[config.mk]
export PLATFORM = sky130hd
export DESIGN_NAME = ram_req_arbiter
export DESIGN_NICKNAME = d
export VERILOG_FILES = /design/src/rtl/ram_req_arbiter.sv
export SDC_FILE = /design/constraint.sdc
export NUM_CORES = 1
export LEC_CHECK = 0
export ABC_AREA = 1
export BUFFER_PORTS_ARGS = -buffer_cell sky130_fd_sc_hd__buf_4
export CAP_MARGIN = 10
export CELL_PAD_IN_SITES_DETAIL_PLACEMENT = 1
export CELL_PAD_IN_SITES_GLOBAL_PLACEMENT = 1
export CORE_AREA = 2 2 339 341
export CTS_CLUSTER_SIZE = 25
export DETAILED_ROUTE_END_ITERATION = 8
export DIE_AREA = 0 0 341 343
export MAX_ROUTING_LAYER = met4
export PLACE_DENSITY_LB_ADDON = 0.1
export SYNTH_ARGS = -nofsm -noshare
export SYNTH_HDL_FRONTEND = slang
export SYNTH_SLANG_ARGS = --single-unit
[constraint.sdc]
create_clock -name clk -period 8.72 [get_ports clk]
set_input_delay 1.744 -clock clk [delete_from_list [all_inputs] [get_ports clk]]
set_output_delay 1.744 -clock clk [all_outputs]
set_load 0.05 [all_outputs]
[src/rtl/ram_req_arbiter.sv]
// Round-robin arbiter sharing one DRAM-model read/write port among NREQ requesters.
// Completions return in issue order per channel and are routed back through ID FIFOs.
module ram_req_arbiter #(
    parameter int unsigned NREQ    = 4,
    parameter int unsigned MAX_OUT = 4,
    parameter int unsigned IDW     = $clog2(NREQ)
) (
    input  logic                 clk,
    input  logic                 rst_n,
    input  logic [NREQ-1:0]      req_valid,
    input  logic [NREQ-1:0]      req_write,
    input  logic [NREQ*64-1:0]   req_addr,
    input  logic [NREQ*64-1:0]   req_wdata,
    output logic [NREQ-1:0]      req_ready,
    output logic [NREQ-1:0]      rsp_rvalid,
    output logic [NREQ-1:0]      rsp_wvalid,
    output logic [63:0]          rsp_rdata,
    output logic                 ram_rvalid,
    output logic [63:0]          ram_raddr,
    output logic                 ram_wvalid,
    output logic [63:0]          ram_waddr,
    output logic [63:0]          ram_wdata,
    input  logic                 ram_readReady,
    input  logic                 ram_writeReady,
    input  logic                 ram_readfin,
    input  logic                 ram_writefin,
    input  logic [63:0]          ram_rdata,
    output logic                 err_sticky
);
    localparam int unsigned CW = $clog2(MAX_OUT + 1);
    localparam int unsigned PW = (MAX_OUT > 1) ? $clog2(MAX_OUT) : 1;

    typedef enum logic {ChIdle, ChPend} ch_state_e;

    ch_state_e      r_state_q, w_state_q;
    logic [CW-1:0]  r_cnt_q, w_cnt_q;
    logic [PW-1:0]  r_wptr_q, r_rptr_q, w_wptr_q, w_rptr_q;
    logic [IDW-1:0] r_fifo_q [MAX_OUT];
    logic [IDW-1:0] w_fifo_q [MAX_OUT];
    logic [IDW-1:0] rr_q;

    logic            r_free, w_free, r_room, w_room;
    logic [NREQ-1:0] elig;
    logic            gnt_any, r_gnt, w_gnt;
    logic [IDW-1:0]  gnt_id;
    logic [63:0]     gnt_addr, gnt_wdata;
    logic            r_pop, w_pop;

    // A channel can take a new grant if empty or if its pending request leaves this edge.
    assign r_free = (r_state_q == ChIdle) || ram_readReady;
    assign w_free = (w_state_q == ChIdle) || ram_writeReady;
    assign r_room = r_cnt_q < CW'(MAX_OUT);
    assign w_room = w_cnt_q < CW'(MAX_OUT);

    assign ram_rvalid = (r_state_q == ChPend);
    assign ram_wvalid = (w_state_q == ChPend);

    always_comb begin
        for (int i = 0; i < NREQ; i++) begin
            elig[i] = req_valid[i] && (req_write[i] ? (w_free && w_room) : (r_free && r_room));
        end
    end

    always_comb begin
        logic [IDW:0] sum;
        gnt_any = 1'b0;
        gnt_id  = '0;
        sum     = '0;
        for (int k = 0; k < NREQ; k++) begin
            sum = {1'b0, rr_q} + (IDW+1)'(k);
            if (sum >= (IDW+1)'(NREQ)) begin
                sum = sum - (IDW+1)'(NREQ);
            end
            if (!gnt_any && elig[sum[IDW-1:0]]) begin
                gnt_any = 1'b1;
                gnt_id  = sum[IDW-1:0];
            end
        end
        // Keep the combinational grant quiet while reset is held.
        if (!rst_n) begin
            gnt_any = 1'b0;
        end
    end

    always_comb begin
        req_ready = '0;
        if (gnt_any) begin
            req_ready[gnt_id] = 1'b1;
        end
    end

    assign r_gnt     = gnt_any && !req_write[gnt_id];
    assign w_gnt     = gnt_any && req_write[gnt_id];
    assign gnt_addr  = req_addr[{gnt_id, 6'd0} +: 64];
    assign gnt_wdata = req_wdata[{gnt_id, 6'd0} +: 64];
    // A fin with nothing outstanding is dropped and flagged instead.
    assign r_pop     = ram_readfin && (r_cnt_q != '0);
    assign w_pop     = ram_writefin && (w_cnt_q != '0);

    function automatic logic [PW-1:0] ptr_next(input logic [PW-1:0] p);
        return (p == PW'(MAX_OUT - 1)) ? '0 : p + PW'(1);
    endfunction

    always_ff @(posedge clk or negedge rst_n) begin
        if (!rst_n) begin
            r_state_q  <= ChIdle;
            w_state_q  <= ChIdle;
            ram_raddr  <= '0;
            ram_waddr  <= '0;
            ram_wdata  <= '0;
            r_cnt_q    <= '0;
            w_cnt_q    <= '0;
            r_wptr_q   <= '0;
            r_rptr_q   <= '0;
            w_wptr_q   <= '0;
            w_rptr_q   <= '0;
            rr_q       <= '0;
            for (int unsigned i = 0; i < MAX_OUT; i++) begin
                r_fifo_q[i] <= '0;
                w_fifo_q[i] <= '0;
            end
            rsp_rvalid <= '0;
            rsp_wvalid <= '0;
            rsp_rdata  <= '0;
            err_sticky <= 1'b0;
        end else begin
            if (r_gnt) begin
                r_state_q          <= ChPend;
                ram_raddr          <= gnt_addr;
                r_fifo_q[r_wptr_q] <= gnt_id;
                r_wptr_q           <= ptr_next(r_wptr_q);
            end else if (ram_rvalid && ram_readReady) begin
                r_state_q <= ChIdle;
            end

            if (w_gnt) begin
                w_state_q          <= ChPend;
                ram_waddr          <= gnt_addr;
                ram_wdata          <= gnt_wdata;
                w_fifo_q[w_wptr_q] <= gnt_id;
                w_wptr_q           <= ptr_next(w_wptr_q);
            end else if (ram_wvalid && ram_writeReady) begin
                w_state_q <= ChIdle;
            end

            if (r_gnt && !r_pop) begin
                r_cnt_q <= r_cnt_q + CW'(1);
            end else if (!r_gnt && r_pop) begin
                r_cnt_q <= r_cnt_q - CW'(1);
            end
            if (w_gnt && !w_pop) begin
                w_cnt_q <= w_cnt_q + CW'(1);
            end else if (!w_gnt && w_pop) begin
                w_cnt_q <= w_cnt_q - CW'(1);
            end

            rsp_rvalid <= '0;
            rsp_wvalid <= '0;
            if (r_pop) begin
                rsp_rvalid[r_fifo_q[r_rptr_q]] <= 1'b1;
                rsp_rdata                      <= ram_rdata;
                r_rptr_q                       <= ptr_next(r_rptr_q);
            end
            if (w_pop) begin
                rsp_wvalid[w_fifo_q[w_rptr_q]] <= 1'b1;
                w_rptr_q                       <= ptr_next(w_rptr_q);
            end

            if ((ram_readfin && !r_pop) || (ram_writefin && !w_pop)) begin
                err_sticky <= 1'b1;
            end

            if (gnt_any) begin
                rr_q <= (gnt_id == IDW'(NREQ - 1)) ? '0 : gnt_id + IDW'(1);
            end
        end
    end
endmodule
[Yosys cells after proc, flatten, opt, wreduce, memory -nomap -nowiden]
Index checks and enable logic that the tools add are counted.
Storage, ports and cells
  flip-flop bits (word level): 299
  input port bits: 590
  output and inout bits: 271
  logic and storage cells: 179
Cells by class
  $add $sub $neg: 16
  magnitude comparators: 22
  equality and inequality tests: 5
  shifts and indexed selects: 2
  mux-type cells: 61
  bitwise operators: 6
  reductions and logical operators: 43
Operator list (number)
  $shiftx A256 B9 Y64: 2
  $mux W2: 19
  $logic_and A1 B1 Y1: 26
  $ge A3 B3 Y1 const B: 7
  $lt A2 B3 Y1 const B: 7
  $mux W1: 21
  $bwmux W8: 2
  $mux W3: 4
  $mux W4: 3
  $not A2 Y3: 4
  $add A2 B1 Y2 const B: 5
  $bmux W1 S2: 5
  $eq A2 B2 Y1 const B: 5
  $bmux W2 S2: 2
  $demux W2 S2: 2
  $logic_not A1 Y1: 8
  $reduce_bool A2 Y1: 4
  $sub A2 B1 Y2 const B: 4
  $add A2 B2 Y3 const B: 2
  $add A3 B1 Y3 const B: 2
  $demux W1 S2: 3
  $ge A2 B1 Y1 const B: 3
  $lt A3 B1 Y1 const B: 2
  $lt A3 B3 Y1 const B: 2
  other kinds (6): 11

[Depth between registers and ports, before layout]
Gate-level depths: netlist (run 1).
  depth in word-level cells: 25
  depth in mapped cells: 25
  mapped depth without buffers: 23

[Least setup slack after synthesis (run 1)]
OpenSTA, ideal clock, no wires.
  path type: input port to output port
  start point: input port ram_readReady
  end point: output port req_ready[1]
  arrival time: 4.130 ns
  required time: 6.976 ns
  path slack: 2.846 ns
  stages: 19
  buffers on the path: 4
  path through: inv_1 -> nand2_2 -> nand2_2 -> nand2_1 -> nand3_1 -> nand2_1 -> nand3_1 -> and2_4 -> nand2_1 -> nand2_1 -> nand3_2 -> buf_6 -> inv_2 -> buf_4 -> buf_2 -> buf_4 -> ha_1 -> inv_1 -> nor2_1
On the way
  longest elaborated chain between the ends: 21
  elaborated cells on any way between the ends: 39
  those cells by class: order compare: 2; mux: 24; reduce/logical: 13
RTL lines
  start, declared: line 23  | input logic ram_readReady,
  $logic_or A1 B1 Y1 (*): line 50  | assign r_free = (r_state_q == ChIdle) || ram_readReady;
  $logic_and A1 B1 Y1 (*): line 60  | elig[i] = req_valid[i] && (req_write[i] ? (w_free && w_room) : (r_free && r_room));
  $mux W1: line 60
  $logic_and A1 B1 Y1: line 60
  $bmux W1 S2: line 74  | if (!gnt_any && elig[sum[IDW-1:0]]) begin
  $mux W1 (not written as such): line 74
  $mux W1: line 74
  $logic_not A1 Y1: line 74
  [... 6 more ...]
  $logic_and A1 B1 Y1: line 74
  $mux W2 (*): line 74
  via gnt_id[0]: line 45  | logic [IDW-1:0] gnt_id;
  $lt A2 B3 Y1 (not written as such) or $ge A2 B1 Y1 (tied branches): line 88  | req_ready[gnt_id] = 1'b1;
  $logic_and A1 B1 Y1 (not written as such): line 88
  $mux W1 (not written as such): line 88
  $demux W1 S2 (*): line 88
  $mux W4 (*): line 87  | if (gnt_any) begin
  end, declared: line 14  | output logic [NREQ-1:0] req_ready,
The timed path passes the listed nets; every way through them passes the cells marked *. The select of a mux whose other input is x is not followed.

[Final worst setup path (run 1)]
  start point: input port ram_readReady
  end point: output port req_ready[1]
On the way
  longest elaborated chain between the ends: 21
  elaborated cells on any way between the ends: 39
  those cells by class: order compare: 2; mux: 24; reduce/logical: 13
RTL lines (line)
  $logic_or A1 B1 Y1 (*): 50
  $logic_and A1 B1 Y1 (*): 60
  $mux W1: 60
  $logic_and A1 B1 Y1: 60
  $bmux W1 S2: 74
  $mux W1 (not written as such): 74
  $mux W1: 74
  $logic_not A1 Y1: 74
  [... 5 more ...]
  $logic_not A1 Y1: 74
  $logic_and A1 B1 Y1: 74
  $mux W2: 74
  $lt A2 B3 Y1 (not written as such) or $ge A2 B1 Y1 (tied branches): 88
  $logic_and A1 B1 Y1 (not written as such): 88
  $mux W1 (not written as such): 88
  $demux W1 S2: 88
  $mux W4 (*): 87
Every way passes the cells marked *; elsewhere a longest branch is shown, timed or not. The select of a mux whose other input is x is not followed.

==> results.md, run 1 <==
* I/O pin total at around 860
* Fin. Hold Viols at 0
* Worst Path Required at 6.98 ns
* Fin Clk Skew at about 0.023 ns
* Detail Route Antenna Nets at 0
* 1st-pass router iterations at 4
* CP endpoint kind: output port
* Clock insertion delay at the later pin of the skew report at 0.60 ns
* Cell family with most CP delay: simple AND/OR/NAND/NOR gates
* Register bit total from synthesis at roughly 300
* Hold Startpoint: w_fifo_q[2]$_DFFE_PN0P_
* Wire length of the first global-routing pass at about 140000 um
* Setup crit start: ram_readReady
* Synthesized Nets at roughly 2900
* Period utilisation layout at between 70 and 80%
* Relative slew margins at 29.2%
* RSZ-0062 raised after global routing: false
* Site Rows at ~120
* Hold path cells at 2
* Cell chosen for the clock root: clkbuf_16
* Critical-path top delay cell: inv_4
* Routing usage on met2 at approximately 30%
* Final HPWL from detailed placement at 78400 um
* Post-CTS Setup Bufs at 0
* Worst R2R Start: rr_q[0]$_DFFE_PN0P_
* Top cell type's share of synthesized area at 46.2%
* Tmin final at approximately 6.5 ns
* Core area at approximately 110000 um2
* Via count at approximately 18000
* FF-to-FF End: r_cnt_q[2]$_DFFE_PN0P_
* Crit start category: primary input
* Post-CTS resize count at 0
* Largest net degree at the start of global routing at ~100
* Antenna violations before repair at 21
* Library cells used by synthesis at 30
* Post-synthesis cell area at about 16000 um2
* Layout cell share with drive strength beyond 1 at 31.1%
* Status: complete, no violations
* Clock slew at reported path FFs at approximately 0.05 ns
* Syn Area/Cell at 6.98 um2
* Die area at around 120000 um2
* Post-Syn Instances at roughly 2300
* Yosys warnings at 0
* Top cells by area, synth: dfrtp_1, nand2_1, o21ai_0, nor2_1, inv_1
* Count leader, synth: nand2_1
* Final GP Congestion at approximately 0.89
* CP arrival at 4.77 ns
* Flop-to-flop setup slack at 3.68 ns
* FFs w/ async S/R, synth at 100%
* Post-Route WL at approximately 100000 um
* Met1 usage at a little under a fifth
* DRC Markers at 0
* Synth area leader: dfrtp_1
* Vias in the first global route at between 15000 and 20000
* Max-cap viol count at 0
* Post-CTS Hold Buffers at 0
* Die Height at ~340 um
* Port Buf Inserts at 860
* FF-to-FF path depth at 20
* Setup_tns at 0 ns
* Hold Crit Class: register to register
* Slowest stage delay, CP at around 0.56 ns
* Post-synth EDFFs at 0
* Crit-path cells: buf_4, inv_1, nand2_2, nand2_2, nand2_1, nand3_1, nand2_1, nand3_1, and2_4, nand4_1, nand3_4, inv_4, ha_1, inv_1, nor2_1, buf_4
* Achievable Freq at 0.154 GHz
* CTS buffer count at 43
* Worst Hold Path EP: w_fifo_q[2]$_DFFE_PN0P_
* CTS Buffer Depth at 3
* Most frequent cells after synthesis: nand2_1, dfrtp_1, o21ai_0, nor2_1, inv_1
* Htree depth at 2
* Total GRT Usage at between 10% and 20%
* Worst path bufs/invs at 5
* CTS sink cnt at between 200 and 300
* Final setup fails at 0
* Die width at roughly 340 um
* Slew Viols, Final at 0
* Overflow left after global routing at 0
* Starting Density at approximately 14%
* Vias/cell at slightly below 4
* Worst Tran Pin Value at 1.06 ns
* Nets@finish at between 3000 and 4000
* Sequential area share after synthesis at between 40% and 50%
* Main synth FF type: dfrtp_1
* Crit Path Max Fanout at 49
* TritonCTS clock tree: yes
* Met3 Track Usage GR at under 10%
* WS Path Type: primary input to output port
* Most Crowded Layer GR: met2
* Area Overhead vs Synth at 57.7%
* WL per Instance at 21.6 um
* Initial DRC count at ~580
## tightest hold or removal path, delay by kind of cell (launching register included)
family	cells	cell delay, ns
and+or+nand+nor	2	0.11
DFF	1	0.34
## routing by layer
| metal | vias up | wire length [um] |
|---|---|---|
| met1 | 9035 | 39900 |
| met2 | 506 | 52100 |
| met3 | 73 | 7450 |
| li1 | 8874 | - |
| met5 | - | 0 |
| met4 | 0 | 1400 |
## worst max-delay path by stage
stage,to,slack (ns),depth (start not counted)
after floorplan,req_ready[1],2.85,19
after global placement,r_cnt_q[2]$_DFFE_PN0P_,2.00,24
after detailed placement,r_cnt_q[2]$_DFFE_PN0P_,2.00,24
after CTS,req_ready[1],2.02,17
after global routing,req_ready[1],1.78,17
final,req_ready[1],2.21,16
## layout make-up
type	count	area, um2
Inverter	172	648
Timing Repair Buffer	882	6640
Multi-Input combinational cell	1702	7410
Fill cell	13765	87900
Sequential cell	299	7480
Clock buffer	63	1260
Antenna cell	18	45.0
Clock inverter	14	160
Tap cell	1512	1890
## stage by stage
stage	area [um2]	worst slack [ns]	hold WS, ns	std cells	util (%)
after floorplan	16200	2.85	0.442	2321	-
after global placement	24100	2.00	0.464	4567	21.2
after detailed placement	24100	2.00	0.467	4567	21.2
after CTS	25500	2.02	0.483	4644	22.5
after global routing	25500	1.78	0.501	4660	22.5
final	25500	2.21	0.479	4662	22.5
## cell usage in the layout, fill, tap and decap left out, drive strengths merged
master,synthesis,layout
nand2,959,959
buf,89,882
o21ai,320,320
dfrtp,299,299
nor2,202,202
inv,172,173
a21oi,122,122
clkbuf,59,63
nand3,40,40
nand4,20,20
diode,0,18
ha,16,16
o211ai,10,10
clkinv,0,10
bufinv,0,3
xnor2,3,3
a32oi,2,2
mux2,2,2
xor2,2,2
fa,2,2
and2,1,1
nand3b,1,1
## state kept, by name (all words and copies together) (netlist names)
| register | flops |
|---|---|
| err_sticky | 1 |
| r_cnt_q | 3 |
| r_fifo_q | 8 |
| r_rptr_q | 2 |
| r_wptr_q | 2 |
| ram_raddr | 64 |
| ram_rvalid | 1 |
| ram_waddr | 64 |
| ram_wdata | 64 |
| ram_wvalid | 1 |
| rr_q | 2 |
| rsp_rdata | 64 |
| rsp_rvalid | 4 |
| rsp_wvalid | 4 |
| w_cnt_q | 3 |
| w_fifo_q | 8 |
| w_rptr_q | 2 |
| w_wptr_q | 2 |
## cells by family (layout without fill, tap and decap cells)
logic type	count (synthesis)	count (layout)	synth area share [%]
AND/OR/NAND/NOR	1223	1223	29.3
AO/OA/AOI/OAI	454	454	14.2
buffers and inverters	320	1131	8.31
flip-flops	299	299	46.2
adder cells (fa/ha/maj)	18	18	1.48
XOR/XNOR	5	5	0.317
multiplexers	2	2	0.139
other	0	18	0
Power of run 1 is left out: the tool's default activity adds up to more than one toggle a clock period on the data nets, which glitch-free logic cannot reach.
==> run 2: changes to the inputs <==
CORE_AREA = 2 2 336 338   (was 2 2 339 341)
DIE_AREA = 0 0 338 340   (was 0 0 341 343)
clock period = 5.59 ns   (was 8.72 ns; I/O delays follow)
==> run 2 against run 1 <==
  * Critical path type unchanged
  * Count of clock-buffer cells in the layout decreased by 1
  * Via count decreased by 0.44%
  * Largest cell class unchanged
  * Critical path depth increased by 1
  * Sequential cell count unchanged
  * Register-to-register slack got worse by 2.0 ns
  * Global-route usage increased by 0.47 points
  * Non-clock buffer count increased by 4
==> results.md, run 2 (same netlist as run 1, synthesis figures left out) <==
* Nets@finish at 3713
* Wire length of the first global-routing pass at between 100000 and 150000 um
* Die width at 338 um
* Hold Crit Class: primary input to asynchronous set/reset pin
* CTS buffer count at 44
* Clock slew at reported path FFs at roughly 0.06 ns
* Slew Viols, Final at 0
* Final setup fails at 0
* Clock insertion delay at the later pin of the skew report at a little under 0.6 ns
* Tmin final at around 4.6 ns
* Worst R2R Start: rr_q[0]$_DFFE_PN0P_
* Post-CTS Setup Bufs at 0
* Site Rows at roughly 120
* Post-Route WL at 101000 um
* CP arrival at 3.50 ns
* Vias/cell at just under 4
* # fillers at 13576
* Antenna violations before repair at 29
* Layout cell share with drive strength beyond 1 at between 30% and 40%
* Max-cap viol count at 0
* Commonest non-fill, non-tap cell in the layout: nand2_1
* Fin. Hold Viols at 0
* Crit Path Max Fanout at 19
* DRC Markers at 0
* I/O pin total at about 860
* Port Buf Inserts at 860
* Detail Route Antenna Nets at 0
* Starting Density at 14.5%
* Cell chosen for the clock root: clkbuf_16
* Worst Path Required at around 4.5 ns
* Worst Tran Pin Value at between 1 and 1.5 ns
* Status: complete, no violations
* Final HPWL from detailed placement at slightly below 80000 um
* Crit start category: primary input
* Via count at between 15000 and 20000
* Flop-to-flop setup slack at roughly 1.7 ns
* RSZ-0062 raised after global routing: false
* WS Path Type: primary input to output port
* TritonCTS clock tree: yes
* CTS Buffer Depth at 3
* Relative slew margins at 25.3%
* Die area at 115000 um2
* Area Overhead vs Synth at 57.8%
* Setup crit start: ram_readReady
* WL per Instance at between 20 and 25 um
* Post-CTS Hold Buffers at 0
* Commonest cells after routing, fill and taps aside: nand2_1, buf_4, dfrtp_1
* Vias in the first global route at between 15000 and 20000
* Largest net degree at the start of global routing at between 150 and 200
* Worst Setup EP: req_ready[1]
* FF-to-FF path depth at 19
* Period utilisation layout at between 80% and 90%
* Initial DRC count at ~690
* Post-CTS resize count at 0
* Htree depth at 2
* Core area at 112000 um2
* Die Height at between 300 and 400 um
* Setup_tns at 0 ns
* Total GRT Usage at between 10% and 20%
* Achievable Freq at ~0.22 GHz
* Post-Route Utilization at 22.9%
* Overflow left after global routing at 0
* Final GP Congestion at 0.898
* CTS sink cnt at 299
* CP endpoint kind: output port
* Fin Clk Skew at 0.0187 ns
* FF-to-FF End: r_cnt_q[2]$_DFFE_PN0P_
* 1st-pass router iterations at 5
-- run 2: changes by cell type in the layout (fill, tap and decap cells not counted) --
cell        before  now
clkbuf_16       44   45
bufinv_16        3    2
clkinv_8         1    0
clkinv_2         9    5
inv_6            1    2
diode_2         18   24
clkbuf_8         9    3
clkinvlp_4       0    2
clkbuf_1        10   14
buf_12           1    7
buf_4          880  878
-- run 2: area by class of cell --
| class | count | area [um2] | share of cell area, % |
|---|---|---|---|
| Antenna cell | 24 | 60.1 | 0.235 |
| Clock buffer | 62 | 1220 | 4.77 |
| Timing Repair Buffer | 886 | 6750 | 26.4 |
| Inverter | 172 | 648 | 2.54 |
| Sequential cell | 299 | 7480 | 29.3 |
| Tap cell | 1500 | 1880 | 7.34 |
| Clock inverter | 11 | 118 | 0.460 |
| Multi-Input combinational cell | 1702 | 7410 | 29.0 |
-- run 2: through the flow --
stage / setup slack [ns] / hold WS, ns / instance area (um2) / instances
3_3_place_gp: 0.726 / 0.462 / 24200 / 4559
6_report: 0.973 / 0.375 / 25600 / 4656
2_1_floorplan: 0.968 / 0.442 / 16200 / 2321
5_1_grt: 0.692 / 0.355 / 25600 / 4656
4_1_cts: 0.868 / 0.341 / 25500 / 4632
3_5_place_dp: 0.769 / 0.467 / 24200 / 4559
-- run 2: layer usage --
| metal | track usage [%] | wire length (um) |
|---|---|---|
| met5 | - | 0 |
| met4 | 5.45 | 2730 |
| met3 | 5.70 | 7780 |
| met2 | 29.3 | 49800 |
| met1 | 20.0 | 40800 |
-- run 2: worst max-delay path, stage by stage --
cell     delay, ns
buf_4         0.11
inv_1         0.05
nand2_2       0.09
nand2_2       0.15
nand2_1       0.09
nand3_1       0.13
nand2_1       0.10
nand3_1       0.13
and2_4        0.18
nand2_1       0.06
nand2_1       0.14
nand3_4       0.20
inv_4         0.29
ha_1          0.20
inv_1         0.04
nor2_1        0.19
buf_4         0.24
-- run 2: worst min path at each step --
stage                            startpoint                        end  slack (ns)
floorplan           r_fifo_q[4]$_DFFE_PN0P_    r_fifo_q[4]$_DFFE_PN0P_        0.44
global placement     err_sticky$_DFFE_PN0P_     err_sticky$_DFFE_PN0P_        0.46
detailed placement  r_fifo_q[3]$_DFFE_PN0P_    r_fifo_q[3]$_DFFE_PN0P_        0.47
CTS                                   rst_n  ram_wdata[56]$_DFFE_PN0P_        0.34
global route                          rst_n  ram_wdata[56]$_DFFE_PN0P_        0.36
finish                                rst_n  ram_wdata[56]$_DFFE_PN0P_        0.37
Power of run 2 is left out for the same reason.
